`config.mk`:
```
export PLATFORM = sky130hd
export DESIGN_NAME = mole_hit_judge
export DESIGN_NICKNAME = d
export VERILOG_FILES = /design/src/rtl/mole_hit_judge.sv
export SDC_FILE = /design/constraint.sdc
export NUM_CORES = 1
export LEC_CHECK = 0
export ABC_AREA = 1
export CORE_AREA = 8 8 129 131
export CTS_CLUSTER_DIAMETER = 50
export CTS_CLUSTER_SIZE = 28
export DETAILED_ROUTE_END_ITERATION = 10
export DIE_AREA = 0 0 137 139
export DONT_BUFFER_PORTS = 1
export GPL_ROUTABILITY_DRIVEN = 0
export GPL_TIMING_DRIVEN = 0
export PLACE_DENSITY = 0.4
export RECOVER_POWER = 100
export SYNTH_ARGS = -nofsm -noshare
export SYNTH_HDL_FRONTEND = slang
export SYNTH_SLANG_ARGS = --single-unit
```
`constraint.sdc`:
```
create_clock -name clk -period 6.6 [get_ports clk]
set_input_delay 0.66 -clock clk [delete_from_list [all_inputs] [get_ports clk]]
set_output_delay 0.66 -clock clk [all_outputs]
set_load 0.02 [all_outputs]
```
`src/rtl/mole_hit_judge.sv`:
```
`default_nettype none
// ============================================================================
//  Module   : mole_hit_judge
//  Purpose  : Scoring stage for a whack-a-mole game. Compares one-cycle button
//             press pulses against the mole-up mask. It produces registered
//             hit/miss/whack pulses, applies a lockout penalty after a miss,
//             tracks a saturating combo streak and keeps a saturating 4-digit
//             packed BCD score.
//  Ports    : clk, rst (async, active-high)
//             game_active       - round-running level from the game controller
//             btn_pulse[N]      - one-cycle press pulses, one bit per hole
//             mole_mask[N]      - moles currently up
//             whack[N]          - one-cycle pulse per hole hit (lowers mole)
//             hit / miss        - one-cycle event pulses
//             locked            - high while in the miss lockout
//             combo[7:0]        - consecutive-hit streak, saturates at 255
//             score[15:0]       - packed BCD score, saturates at 9999
//  Revision : 1.0 - initial release
// ============================================================================
module mole_hit_judge #(
    parameter int N_HOLES        = 8,
    parameter int LOCKOUT_CYCLES = 50_000_000,
    parameter int COMBO_THRESH   = 5
) (
    input  logic               clk,
    input  logic               rst,
    input  logic               game_active,
    input  logic [N_HOLES-1:0] btn_pulse,
    input  logic [N_HOLES-1:0] mole_mask,
    output logic [N_HOLES-1:0] whack,
    output logic               hit,
    output logic               miss,
    output logic               locked,
    output logic [7:0]         combo,
    output logic [15:0]        score
);

    // Counter holds LOCKOUT_CYCLES-1 down to 0; keep at least one bit.
    localparam int CNT_W = (LOCKOUT_CYCLES > 1) ? $clog2(LOCKOUT_CYCLES) : 1;
    localparam logic [CNT_W-1:0] C_LOCK_LOAD = CNT_W'(LOCKOUT_CYCLES - 1);

    typedef enum logic [1:0] {
        S_IDLE    = 2'd0,
        S_PLAY    = 2'd1,
        S_LOCKOUT = 2'd2
    } state_t;

    state_t             state_q, state_d;
    logic [CNT_W-1:0]   cnt_q, cnt_d;
    logic               ga_q, ga_d;
    logic [15:0]        score_q, score_d;
    logic [7:0]         combo_q, combo_d;
    logic               hit_q, hit_d;
    logic               miss_q, miss_d;
    logic               locked_q, locked_d;
    logic [N_HOLES-1:0] whack_q, whack_d;
    logic [N_HOLES-1:0] hit_vec;
    logic [N_HOLES-1:0] miss_vec;
    logic [1:0]         points;

    // Adds 1 or 2 to a valid packed-BCD value with per-digit decimal carry.
    // A carry out of the thousands digit clamps the result to 9999.
    function automatic logic [15:0] bcd_add(input logic [15:0] a, input logic [1:0] p);
        logic [15:0] r;
        logic [4:0]  d;
        logic [1:0]  c;
        r = '0;
        c = p;
        for (int i = 0; i < 4; i++) begin
            d = {1'b0, a[i*4 +: 4]} + {3'b000, c};
            if (d > 5'd9) begin
                r[i*4 +: 4] = 4'(d - 5'd10);
                c           = 2'd1;
            end else begin
                r[i*4 +: 4] = d[3:0];
                c           = 2'd0;
            end
        end
        if (c != 2'd0) begin
            r = 16'h9999;
        end
        return r;
    endfunction

    assign hit_vec  = btn_pulse & mole_mask;
    assign miss_vec = btn_pulse & ~mole_mask;
    // Bonus is decided on the streak before this hit is counted.
    assign points   = (int'(combo_q) >= COMBO_THRESH) ? 2'd2 : 2'd1;

    always_comb begin
        state_d = state_q;
        cnt_d   = cnt_q;
        ga_d    = game_active;
        score_d = score_q;
        combo_d = combo_q;
        hit_d   = 1'b0;
        miss_d  = 1'b0;
        whack_d = '0;

        case (state_q)
            S_IDLE: begin
                // Only a fresh rising edge starts a round; presses are ignored.
                if (game_active && !ga_q) begin
                    score_d = '0;
                    combo_d = '0;
                    state_d = S_PLAY;
                end
            end
            S_PLAY: begin
                if (!game_active) begin
                    state_d = S_IDLE;
                end else if (miss_vec != '0) begin
                    // A wrong hole anywhere overrides any correct presses.
                    miss_d  = 1'b1;
                    combo_d = '0;
                    cnt_d   = C_LOCK_LOAD;
                    state_d = S_LOCKOUT;
                end else if (hit_vec != '0) begin
                    hit_d   = 1'b1;
                    whack_d = hit_vec;
                    score_d = bcd_add(score_q, points);
                    combo_d = (combo_q == 8'hFF) ? 8'hFF : combo_q + 8'd1;
                end
            end
            S_LOCKOUT: begin
                if (!game_active) begin
                    cnt_d   = '0;
                    state_d = S_IDLE;
                end else if (cnt_q == '0) begin
                    state_d = S_PLAY;
                end else begin
                    cnt_d = cnt_q - 1'b1;
                end
            end
            default: begin
                state_d = S_IDLE;
            end
        endcase

        locked_d = (state_d == S_LOCKOUT);
    end

    always_ff @(posedge clk or posedge rst) begin
        if (rst) begin
            state_q  <= S_IDLE;
            cnt_q    <= '0;
            ga_q     <= 1'b0;
            score_q  <= '0;
            combo_q  <= '0;
            hit_q    <= 1'b0;
            miss_q   <= 1'b0;
            locked_q <= 1'b0;
            whack_q  <= '0;
        end else begin
            state_q  <= state_d;
            cnt_q    <= cnt_d;
            ga_q     <= ga_d;
            score_q  <= score_d;
            combo_q  <= combo_d;
            hit_q    <= hit_d;
            miss_q   <= miss_d;
            locked_q <= locked_d;
            whack_q  <= whack_d;
        end
    end

    assign whack  = whack_q;
    assign hit    = hit_q;
    assign miss   = miss_q;
    assign locked = locked_q;
    assign combo  = combo_q;
    assign score  = score_q;

endmodule
`default_nettype wire

```
After elaboration in Yosys (flattened, before gate mapping)
Cells that the tools add are included.
Storage, ports and cells
  logic and storage cells: 109
  bits in registers: 64
Cells by class
  equality and inequality tests: 11
  bitwise gates (word level): 3
  muxes and demuxes: 59
  magnitude comparators: 5
  add/subtract/negate cells: 10
  reduce and logical (&&, ||, !) cells: 12
Operator list (count)
  2-to-1 mux 26 bit: 4
  2-to-1 mux 16 bit: 5
  2-to-1 mux 8 bit: 9
  one-hot mux 26 bit (2 select lines): 1
  2-to-1 mux 2 bit: 22
  one-hot mux 16 bit (2 select lines): 1
  zero test 26 bit: 1
  subtractor 26 x 1 -> 26 bit, second input constant: 1
  adder 4 x 2 -> 5 bit: 4
  > comparator 5 x 4 -> 1 bit, second input constant: 4
  bitwise AND 8 bit: 2
  2-to-1 mux 4 bit: 4
  one-hot mux 8 bit (2 select lines): 1
  nonzero test 8 bit: 2
  subtractor 4 bit, second input constant: 4
  2-to-1 mux 1 bit: 11
  inequality test 2 bit, second input constant: 5
  adder 8 x 1 -> 8 bit, second input constant: 1
  == test 8 bit, second input constant: 1
  greater-or-equal comparator 8 x 3 -> 1 bit, second input constant: 1
  NOT 8 bit: 1
  AND reduction 4 bit: 2
  inequality test 3 bit, second input constant: 2
  one-hot mux 2 bit (3 select lines): 1
  other kinds (7): 10

Longest topological paths before layout
  word-level depth: 36
  gate-level depth with buffers: 34
  depth with buffers taken out: 34

Worst setup path before layout
Ideal clock, no wire load.
  kind: register to register
  from: register combo_q[0] (netlist: combo[0])
  to: register score_q[0] (netlist: score[0])
  slack: 1556 ps
  stages on the path, launching flop included: 33
  setup time: 120 ps
  path buffers: 0
  data required time: 6480 ps
  clock period less this slack: 5044 ps
  arrival: 4924 ps
  path through: dfrtp_1 > inv_1 > ha_1 > inv_1 > o21ai_0 > nand4_1 > inv_1 > ha_1 > fa_1 > or2_2 > nand3_1 > nand2_1 > nand2_1 > ha_1 > ha_1 > xnor2_1 > nand2_1 > nand2_1 > nand2_1 > ha_1 > ha_1 > xnor2_1 > nand2_1 > nand2_1 > nand2_1 > ha_1 > ha_1 > a21oi_1 > nand2_1 > nand2_1 > inv_1 > o21ai_1 > nand2_1
Between the ends
  word-level cells in the longest chain between the ends: 36
  elaborated cells between the ends (all ways): 38
Ends and longest elaborated chain
  from (decl): line 52  | logic [7:0] combo_q, combo_d;
  from (signal assigned): line 159  | combo_q <= combo_d;
  greater-or-equal comparator 8 x 3 -> 1 bit (*): line 88  | assign points = (int'(combo_q) >= COMBO_THRESH) ? 2'd2 : 2'd1;
  2-to-1 mux 2 bit (*): line 88
  adder 4 x 2 -> 5 bit (*): line 70  | d = {1'b0, a[i*4 +: 4]} + {3'b000, c};
  > comparator 5 x 4 -> 1 bit: line 71  | if (d > 5'd9) begin
  2-to-1 mux 1 bit: line 71
  2-to-1 mux 2 bit: line 118  | end else if (hit_vec != '0) begin
  2-to-1 mux 2 bit: line 112  | end else if (miss_vec != '0) begin
  2-to-1 mux 2 bit: line 110  | if (!game_active) begin
  [20 not listed]
  2-to-1 mux 2 bit: line 110
  2-to-1 mux 2 bit: line 100  | case (state_q)
  nonzero test 2 bit: line 79  | if (c != 2'd0) begin
  2-to-1 mux 16 bit (*): line 79
  2-to-1 mux 16 bit (*): line 118
  2-to-1 mux 16 bit (*): line 112
  2-to-1 mux 16 bit (*): line 110
  one-hot mux 16 bit (2 select lines) (*): line 100
  to (signal assigned): line 158  | score_q <= score_d;
  to (decl): line 51  | logic [15:0] score_q, score_d;
Mark *: on every way between the ends. The rest lies on a longest branch, timed or not. The select of a mux whose other input is x is not followed.
A chain may end at the register's enable or synchronous reset.

Final worst setup path
  from: register combo_q[0] (netlist: combo[0])
  to: register score_q[12] (netlist: score[12])
Between the ends
  word-level cells in the longest chain between the ends: 36
  elaborated cells between the ends (all ways): 38
Ends and longest elaborated chain (line)
  greater-or-equal comparator 8 x 3 -> 1 bit (*): 88
  2-to-1 mux 2 bit (*): 88
  adder 4 x 2 -> 5 bit (*): 70
  > comparator 5 x 4 -> 1 bit (*): 71
  2-to-1 mux 1 bit (*): 71
  2-to-1 mux 2 bit (*): 118
  2-to-1 mux 2 bit (*): 112
  2-to-1 mux 2 bit (*): 110
  [20 not listed]
  2-to-1 mux 2 bit: 110
  2-to-1 mux 2 bit: 100
  nonzero test 2 bit: 79
  2-to-1 mux 16 bit (*): 79
  2-to-1 mux 16 bit (*): 118
  2-to-1 mux 16 bit (*): 112
  2-to-1 mux 16 bit (*): 110
  one-hot mux 16 bit (2 select lines) (*): 100
Marked as above.

==> results summary <==
The run finished, with violations left. The final reports fail on max-capacitance violations, max-slew violations. The share of the clock period used by the worst path is 91.3%.

The peak ir drop on the vdd network is 0.000114 V. The final setup skew is between 0.005 and 0.006 ns. The warning count from the yosys run came out at 0. The core outline area is 14800 sq um. The share of final-layout standard cells stronger than drive strength 1 came out at 6.21%. The sequential area share after synthesis is 37.5%.

The width of the chip came out at 137 um. Setup violations remaining at the end of the flow were counted as 0. The full die area came out at 19000 sq um. The worst setup path is launched from a register. The clock insertion delay at the later pin of the skew report came out at between 0.3 and 0.4 ns. The endpoint arrival time on the critical path came out at around 6.2 ns. The floorplan die height came out at approximately 140 um. The worst max-slew margin expressed relative to the limit is -108%. The peak clock frequency supported by timing came out at 166 MHz. The global-route usage over all layers is 12.9%. The number of diodes added for antenna fixing came out at 0. The clock transition at the registers of the reported paths came out at 0.06 ns.

The count of filler cells inserted in the layout came out at 1633. The initial core utilization is 28.9%. Data on the critical path is required at its endpoint by 6.82 ns. After detailed routing, the number of remaining DRC violations is 0.

The pin slew with the least headroom to its limit is 3.11 ns. The TritonCTS clock tree is yes. On the worst path, the slowest cell contributes a delay of between 0.5 and 0.6 ns.

The number of standard-cell rows in the floorplan is 45. The first global-routing pass estimated 19400 um of wire. The detail-routed via count per cell came out at 4.70. The total count of hold-check failures in the final report was 0. The number of different library cells used by synthesis comes to 37. Once layout is complete, the cells apart from fillers number 832. The total placed cells including tap cells is 814. The power per cell area is 267 nW/um^2.

Input and output buffers added on the ports amount to 0. The sum of buffers and inverters on the critical path is 4. The total wirelength of the detailed-routed design is 12000 um.

The number of nets at the end of the flow is about 670. The average size of a mapped cell came out at 6.82 sq um. The path type of the worst setup path is reg2reg. Setup repair after global routing left no endpoint under its margin.

The class of the most critical hold timing path is in2async. The iteration count of the initial detailed-routing pass is 4. The largest driver fanout on the critical path is 7.

TritonCTS created 9 clock buffers. After technology mapping, the gate count stands at 625. The total nets after synthesis came out at 660. The area overhead of the layout relative to synthesis is 11.7%. Subtracting the final worst setup slack from the clock period gives between 6 and 7 ns. The detailed placer's ending HPWL came out at 8940 um.

The deepest level of the CTS H-tree came out at 3. In this design, the critical path's most frequently occurring cell is sky130_fd_sc_hd__nand2_1. In this run the cell area of the synthesized design comes to ~4300 sq um. The I/O pin count came out at 54. The number of max-cap violations is 1.

The register bit count reported by yosys is 64. The cell with the largest stage delay on the worst path is sky130_fd_sc_hd__dfrtp_1. The average wire per standard cell came out at 14.4 um. In this design, the largest share of critical-path delay is due to adder cells.

The total number of clock tree sinks is 64. The aggregate global routing overflow came out at 0. The via count came out at 3913. The buffer depth of the longest clock path is 2. The number of global-route vias before repair came to 3727. Summed over all cells, the static leakage comes to 2.43 nW. The initial detailed-routing violation count came out at 251. The root buffer cell chosen for the clock tree is sky130_fd_sc_hd__clkbuf_16.

The detail route stage leaves a number of antenna-violating nets equal to 0. STA classifies the critical path endpoint as a register. Entering global routing, the biggest net connects 54 pins.

The number of antenna violations at the first check in global routing came out at 0. For the final routed database, the setup TNS stands at 0 ns. The final-report max-slew violation count is 54.
## cell usage after synthesis
master | instances | area, sq um
sky130_fd_sc_hd__nand2_4 | 2 | 22.5
sky130_fd_sc_hd__a21o_1 | 3 | 22.5
sky130_fd_sc_hd__nand4_1 | 17 | 106
sky130_fd_sc_hd__buf_6 | 2 | 22.5
sky130_fd_sc_hd__o211ai_1 | 1 | 7.51
sky130_fd_sc_hd__nor2_8 | 1 | 20.0
sky130_fd_sc_hd__a211oi_2 | 1 | 12.5
sky130_fd_sc_hd__nand3_2 | 1 | 10.0
sky130_fd_sc_hd__nor3_1 | 4 | 20.0
sky130_fd_sc_hd__a21boi_0 | 6 | 45.0
sky130_fd_sc_hd__nor2_2 | 3 | 18.8
sky130_fd_sc_hd__nand2_2 | 2 | 12.5
sky130_fd_sc_hd__a21oi_1 | 5 | 25.0
sky130_fd_sc_hd__o21a_1 | 1 | 7.51
sky130_fd_sc_hd__fa_1 | 1 | 20.0
sky130_fd_sc_hd__xnor2_1 | 5 | 43.8
sky130_fd_sc_hd__o21ai_2 | 1 | 8.76
sky130_fd_sc_hd__or2_2 | 4 | 25.0
sky130_fd_sc_hd__and2_1 | 1 | 6.26
sky130_fd_sc_hd__nor2_1 | 75 | 282
sky130_fd_sc_hd__nand4_4 | 1 | 21.3
sky130_fd_sc_hd__nand3b_1 | 1 | 7.51
sky130_fd_sc_hd__nand3_1 | 59 | 295
sky130_fd_sc_hd__a21oi_2 | 1 | 8.76
sky130_fd_sc_hd__o21ai_1 | 14 | 70.1
sky130_fd_sc_hd__o21bai_1 | 1 | 7.51
sky130_fd_sc_hd__inv_2 | 7 | 26.3
sky130_fd_sc_hd__dfrtp_1 | 64 | 1600
sky130_fd_sc_hd__buf_2 | 5 | 25.0
sky130_fd_sc_hd__nand2_1 | 236 | 886
sky130_fd_sc_hd__buf_4 | 1 | 7.51
sky130_fd_sc_hd__xor2_1 | 4 | 35.0
sky130_fd_sc_hd__ha_1 | 15 | 188
sky130_fd_sc_hd__inv_1 | 54 | 203
sky130_fd_sc_hd__o21ai_0 | 20 | 100
sky130_fd_sc_hd__clkbuf_1 | 3 | 11.3
sky130_fd_sc_hd__nor2_4 | 3 | 33.8
## what timing repair did
item                       CTS  global route
setup endpoints to repair    0             7
hold buffers                 0             0
buffers inserted             0             2
resized for setup            0             0
## final cells by class
type	instances	area [sq um]	area share, %
plain buffers	11	47.5	0.998
clock buffers	13	250	5.25
clock inverters	3	65.1	1.37
inverters	61	230	4.83
multi-input cells	489	2320	48.6
flip-flops and latches	64	1600	33.6
well taps	188	235	4.94
repair buffers	3	18.8	0.394
## cell families after synthesis
kind of cell | Yosys count | share of synthesized area (%)
xor+xnor | 9 | 1.85
buf+inv | 72 | 6.92
simple gates | 410 | 41.4
flops | 64 | 37.5
compound gates | 54 | 7.39
fa+ha+maj | 16 | 4.87
## worst paths after layout
kind / start / slack (ns) / cells past startpoint / endpoint
hold reg to reg: cnt_q[0]$_DFFE_PP0P_ / 0.51 / 2 / cnt_q[0]$_DFFE_PP0P_
hold / removal: rst / 0.22 / 1 / cnt_q[23]$_DFFE_PP0P_
min in group clk: game_active / 0.35 / 0 / ga_q$_DFF_PP0_
max in group asynchronous: rst / 3.09 / 2 / score[13]$_DFFE_PP0P_
setup reg to reg: combo[0]$_DFFE_PP0P_ / 0.58 / 32 / score[12]$_DFFE_PP0P_
setup / recovery: combo[0]$_DFFE_PP0P_ / 0.58 / 32 / score[12]$_DFFE_PP0P_
## layer usage
metal / GRT usage (%) / vias to the layer above / wire, um
met5: 0 / - / 0
li1: - / 2020 / -
met4: 4.86 / 0 / 224
met1: 16.1 / 1790 / 5560
met2: 20.8 / 89 / 5490
met3: 3.51 / 14 / 711
## report_power, final
group / leakage [nW] / switching (mW) / internal (mW)
Clock: 0.154 / 0.173 / 0.341
Combinational: 1.43 / 0.169 / 0.0804
Sequential: 0.841 / 0.0678 / 0.442
## cells in the final DEF (no fill, tap or decap), drive strengths merged
cell / count
nand2: 240
nor2: 82
dfrtp: 64
nand3: 60
inv: 60
o21ai: 35
clkbuf: 20
nand4: 18
ha: 15
buf: 7
a21boi: 6
a21oi: 6
xnor2: 5
nor3: 4
xor2: 4
or2: 4
a21o: 3
bufinv: 2
clkinvlp: 1
o211ai: 1
a211oi: 1
o21a: 1
o21bai: 1
nand3b: 1
and2: 1
fa: 1
clkinv: 1
## flip-flops by register name, summed over array words and instances (netlist names)
signal	count
cnt_q	26
whack	8
combo	8
score	16
miss	1
locked	1
ga_q	1
state_q	2
hit	1
## stage by stage
step | utilization (%) | cell area [sq um] | power, mW | setup slack (ns) | hold WS [ns]
after detailed placement | 30.7 | 4530 | 0.782 | 0.521 | 0.467
after global placement | 30.5 | 4500 | 0.774 | 0.625 | 0.489
after CTS | 32.8 | 4850 | 1.31 | 0.484 | 0.0995
after floorplan | - | 4270 | 0.700 | 1.56 | 0.465
final | 32.3 | 4760 | 1.27 | 0.576 | 0.222
after global routing | 32.3 | 4760 | 1.36 | 0.00958 | 0.256
(Power assumes the default switching activity.)
